**src/rtl/cacheline_arbiter.sv**
```systemverilog
// ---------------------------------------------------------------------------
// cacheline_arbiter
//
// Shares the single cacheline adaptor port between the instruction cache and
// the data cache. One 256-bit line read or write is in flight at a time. The
// winner's address, write data and operation are latched on the grant edge.
// They are then driven downstream, unchanged, until the adaptor answers with
// mem_resp. The response is routed combinationally back to the winner.
// Ties are broken round-robin, so neither cache can starve the other.
//
// Ports
//   clk, rst            clock, asynchronous active-high reset
//   i_address/i_read/i_write/i_wdata   icache request side (inputs)
//   i_rdata/i_resp                     icache response side (outputs)
//   d_address/d_read/d_write/d_wdata   dcache request side (inputs)
//   d_rdata/d_resp                     dcache response side (outputs)
//   mem_address/mem_read/mem_write/mem_wdata   request to adaptor (outputs)
//   mem_rdata/mem_resp                         response from adaptor (inputs)
// ---------------------------------------------------------------------------
module cacheline_arbiter #(
    parameter int ADDR_W = 32,
    parameter int LINE_W = 256
) (
    input  logic              clk,
    input  logic              rst,

    input  logic [ADDR_W-1:0] i_address,
    input  logic              i_read,
    input  logic              i_write,
    input  logic [LINE_W-1:0] i_wdata,
    output logic [LINE_W-1:0] i_rdata,
    output logic              i_resp,

    input  logic [ADDR_W-1:0] d_address,
    input  logic              d_read,
    input  logic              d_write,
    input  logic [LINE_W-1:0] d_wdata,
    output logic [LINE_W-1:0] d_rdata,
    output logic              d_resp,

    output logic [ADDR_W-1:0] mem_address,
    output logic              mem_read,
    output logic              mem_write,
    output logic [LINE_W-1:0] mem_wdata,
    input  logic [LINE_W-1:0] mem_rdata,
    input  logic              mem_resp
);

    typedef enum logic [1:0] {IDLE, I_BUSY, D_BUSY, RECOVER} state_t;
    typedef enum logic {PORT_I, PORT_D} port_t;
    typedef enum logic {OP_READ, OP_WRITE} op_t;

    state_t            r_state;
    port_t             r_lastGrant;
    op_t               r_latchOp;
    logic [ADDR_W-1:0] r_latchAddr;
    logic [LINE_W-1:0] r_latchData;

    logic w_iPend;
    logic w_dPend;
    logic w_grantI;
    logic w_grantD;
    logic w_iBusy;
    logic w_dBusy;
    logic w_busy;

    // A port is pending on either request line. On a tie, the port that was
    // not served last wins.
    assign w_iPend  = i_read | i_write;
    assign w_dPend  = d_read | d_write;
    assign w_grantI = w_iPend & (~w_dPend | (r_lastGrant == PORT_D));
    assign w_grantD = w_dPend & ~w_grantI;

    // Arbitration FSM. The requester's fields are captured only on the grant
    // edge, so later input changes cannot reach the adaptor. RECOVER gives
    // the adaptor and the requester one quiet cycle before the next grant.
    // A read+write request is treated as a read.
    always_ff @(posedge clk or posedge rst) begin
        if (rst) begin
            r_state     <= IDLE;
            r_lastGrant <= PORT_D;
            r_latchOp   <= OP_READ;
            r_latchAddr <= '0;
            r_latchData <= '0;
        end else begin
            case (r_state)
                IDLE: begin
                    if (w_grantI) begin
                        r_state     <= I_BUSY;
                        r_lastGrant <= PORT_I;
                        r_latchAddr <= i_address;
                        r_latchData <= i_wdata;
                        r_latchOp   <= i_read ? OP_READ : OP_WRITE;
                    end else if (w_grantD) begin
                        r_state     <= D_BUSY;
                        r_lastGrant <= PORT_D;
                        r_latchAddr <= d_address;
                        r_latchData <= d_wdata;
                        r_latchOp   <= d_read ? OP_READ : OP_WRITE;
                    end
                end
                I_BUSY, D_BUSY: begin
                    if (mem_resp) begin
                        r_state <= RECOVER;
                    end
                end
                RECOVER: begin
                    r_state <= IDLE;
                end
                default: begin
                    r_state <= IDLE;
                end
            endcase
        end
    end

    assign w_iBusy = (r_state == I_BUSY);
    assign w_dBusy = (r_state == D_BUSY);
    assign w_busy  = w_iBusy | w_dBusy;

    // The downstream port is driven purely from the latches and the state.
    // As a result, it goes quiet immediately when reset is asserted, and it
    // is all-zero in IDLE and RECOVER.
    assign mem_address = w_busy ? r_latchAddr : '0;
    assign mem_wdata   = w_busy ? r_latchData : '0;
    assign mem_read    = w_busy & (r_latchOp == OP_READ);
    assign mem_write   = w_busy & (r_latchOp == OP_WRITE);

    // Responses pass straight through to the winner in the same cycle. A
    // stray mem_resp outside BUSY never reaches either cache.
    assign i_resp  = w_iBusy & mem_resp;
    assign d_resp  = w_dBusy & mem_resp;
    assign i_rdata = i_resp ? mem_rdata : '0;
    assign d_rdata = d_resp ? mem_rdata : '0;

endmodule

```
**config.mk**
```make
export PLATFORM = sky130hd
export DESIGN_NAME = cacheline_arbiter
export DESIGN_NICKNAME = d
export VERILOG_FILES = /design/src/rtl/cacheline_arbiter.sv
export SDC_FILE = /design/constraint.sdc
export NUM_CORES = 1
export LEC_CHECK = 0
export ABC_AREA = 1
export BUFFER_PORTS_ARGS = -buffer_cell sky130_fd_sc_hd__buf_2
export CAP_MARGIN = 20
export CORE_AREA = 3 3 641 643
export DETAILED_ROUTE_END_ITERATION = 10
export DIE_AREA = 0 0 644 646
export SLEW_MARGIN = 20
export SYNTH_ARGS = -nofsm -noshare
export SYNTH_HDL_FRONTEND = slang
export SYNTH_SLANG_ARGS = --single-unit
```
**constraint.sdc**
```tcl
create_clock -name clk -period 10.2 [get_ports clk]
set_clock_uncertainty 0.1 [all_clocks]
set_input_delay 0.51 -clock clk [delete_from_list [all_inputs] [get_ports clk]]
set_output_delay 0.51 -clock clk [all_outputs]
set_load 0.005 [all_outputs]
```
==> out/qor.yml <==
status:
  outcome: "finished clean"
critical_path:
  cp-start-kind: "flip-flop"
  cp_num_buf_inv: 4
  cp_cell_sequence: "inv_1, ha_1, nand2_4, buf_4, buf_4, nor2_1, buf_2"
  cpLargestDelayFamily: "buffers and inverters"
  cp_max_fo: 78
  worst-endpoint-required_ns: 9.59
  crit_top_cell: "buf_4"
  crit_type: "flip-flop to output pin"
  cp.arrival_ns: 4.17
  slowest_stage: "buf_4"
  critPathMaxStageDelay_ns: 0.80
  cp-end-kind: "output pin"
routing:
  drtIter0Drc: 2891
  drc: 0
  finalWirelength_um: 364000
  vias_per_cell: 2.94
  first_pass_iters: 5
  antenna_left: 0
  via_count: 32100
  wl_per_cell_um: 33.2
cts:
  clock_latency_ns: 0.69
  htreeDepth: 2
  path_clk_slew_ns: 0.06
  cts-buffers-inserted: 45
  clock-root-buffer: "clkbuf_16"
  post_cts_buffers: 0
  cts_tree: "yes"
  cts_sinks: 292
  cts_buffer_depth: 3
synthesis:
  synth.top_cell.area_share: 0.335
  synth_common_cells: "nand2_1, inv_1, nor2_1"
  netlist_area_sq_mm: 0.0217
  ys_types: 16
  yosys_warnings: 0
  yosys_register_bits: 292
  synth_flop_cell: "dfrtp_1"
  ys_async_sr_fraction: 1.00
  synth_nets: 4499
  synth.most_common_cell: "nand2_1"
  seq_area_frac_synth: 0.336
  syn_inst: 3656
  synth.area.top_cells: "dfrtp_1, nand2_1, inv_1, nand3b_1, nor2_1"
  synth_edf_count: 0
  avgSynthCellArea_sq_um: 5.95
  synth_top_cell_by_area: "dfrtp_1"
sta:
  tns_ns: 0
  setup_viol: 0
  finalCritPeriodShare: 0.468
  rsz0062_at_grt: "false"
  hold_slack_ns: 0.0694
  setup_ws_ns: 5.42
  fmax_mhz: 209
  tightest_slew_ns: 1.21
  period_needed_ns: 4.78
  hold_viol_final: 0
  relSlewSlack: 0.192
  drv_slew: 0
die:
  die_w_um: 644
  num_rows: 234
  fp.dieH_um: 646
  io_pins: 1643
  die-area_sq_mm: 0.416
  core_area_sq_mm: 0.406
  initial_core_util: 0.0536
final_layout:
  num-fill-cells: 48400
  multiInputGateArea_sq_mm: 0.0101
  ff_latch_area_sq_mm: 0.00731
  drive_gt1_frac: 0.327
  area_growth_pct: 85.0
  postLayoutCoreUtil: 0.0991
  final_nets: 6209
power_and_ir_drop:
  p_total_mw: 11.4
  powerDensity_mw_per_mm2: 283
  leakage_nw: 23.7
  ir_worst_vdd_mv: 0.287
placement:
  io_buffers: 1642
  finalWeightedCongestion: 0.953
  dp_hpwl_um: 326000
  post-place-ws_ns: 6.09
grt:
  gr-usage-all-layers: 0.167
  antenna_found_initial: 328
  grt_pass1_vias: 30800
  overflow: 0
  grt_start_max_net_pins: 160
  grt_pass1_wl_um: 429000
min_path:
  hp-class: "input pin to flip-flop"
job:
  maxCapViolations: 0
## state kept, by name (all words and copies together) (netlist names)
| register | flops |
|---|---|
| r_lastGrant | 1 |
| r_latchAddr | 32 |
| r_latchData | 256 |
| r_latchOp | 1 |
| r_state | 2 |
## worst reg2reg max path, stage by stage (launching register included)
cell	delay, ns
dfrtp_1	0.39
inv_1	0.15
ha_4	0.22
nand2_4	0.33
inv_8	0.66
buf_4	0.92
nand3_1	0.21
dlygate4sd3_1	0.59
nand2_1	0.06
## path summary, 6_finish.rpt
check	startpoint	cells past startpoint	end	slack (ns)
setup / recovery	r_state[0]	7	d_rdata[79]	5.42
hold / removal	i_wdata[229]	4	r_latchData[229]	0.07
setup reg to reg	r_state[0]	8	r_latchAddr[2]	6.50
hold reg to reg	r_latchAddr[11]	2	r_latchAddr[11]	0.37
max in group asynchronous	rst	5	r_latchData[192]	7.57
min in group asynchronous	rst	3	r_latchData[235]	0.37
## what timing repair did
action,4_1_cts,5_1_grt
hold buffers,234,0
endpoints found under the hold margin,226,0
gates resized for setup,0,0
## cells by family after synthesis
group | after synthesis | share of synthesized area
AO/OA/AOI/OAI | 2 | 0.000460
adder cells (fa/ha/maj) | 4 | 0.00230
buffers and inverters | 1090 | 0.203
flip-flops | 292 | 0.336
AND/OR/NAND/NOR | 2268 | 0.458
## per-layer routing
metal,wire [um],vias to the layer above,global-route usage
met2,146000,1812,0.237
li1,-,14100,-
met5,1540,-,0
met3,59500,586,0.119
met4,9110,240,0.0352
met1,148000,15400,0.203
## power breakdown
| part | leakage, nW | internal [mW] | switching, mW |
|---|---|---|---|
| clock | 0.825 | 1.12 | 0.764 |
| combinational | 19.3 | 1.95 | 5.34 |
| sequential | 3.57 | 1.76 | 0.439 |
| total | 23.7 | 4.83 | 6.54 |
## final cells by class
cell class	instances	area share
diodes	113	0.00703
clock buffers	56	0.0305
clock inverters	27	0.0117
inverters	842	0.0792
multi-input cells	2274	0.251
flip-flops and latches	292	0.182
well taps	5428	0.169
repair buffers	1911	0.270
## stage by stage
| stage | instances | cell area (sq um) |
|---|---|---|
| after floorplan | 3656 | 21700 |
| after global placement | 10500 | 35900 |
| after detailed placement | 10500 | 35900 |
| after CTS | 10800 | 39900 |
| after global routing | 10900 | 40000 |
| final | 10900 | 40200 |
## cells in the final DEF, fill, tap and decap left out
cell type,count
buf_12,3
buf_2,1642
buf_4,31
buf_6,1
bufinv_16,10
clkbuf_1,5
clkbuf_16,45
clkbuf_8,6
clkinv_16,2
clkinv_2,6
clkinv_4,1
clkinvlp_4,2
dfrtp_1,291
dfstp_2,1
diode_2,113
dlygate4sd3_1,234
ha_1,3
ha_4,1
inv_1,839
inv_6,5
inv_8,4
nand2_1,1167
nand2_4,4
nand3_1,291
nand3b_1,288
nor2_1,517
o21ai_0,1
o21ai_4,1
or2_2,1
Note: power is estimated with default switching activity, not from simulation.
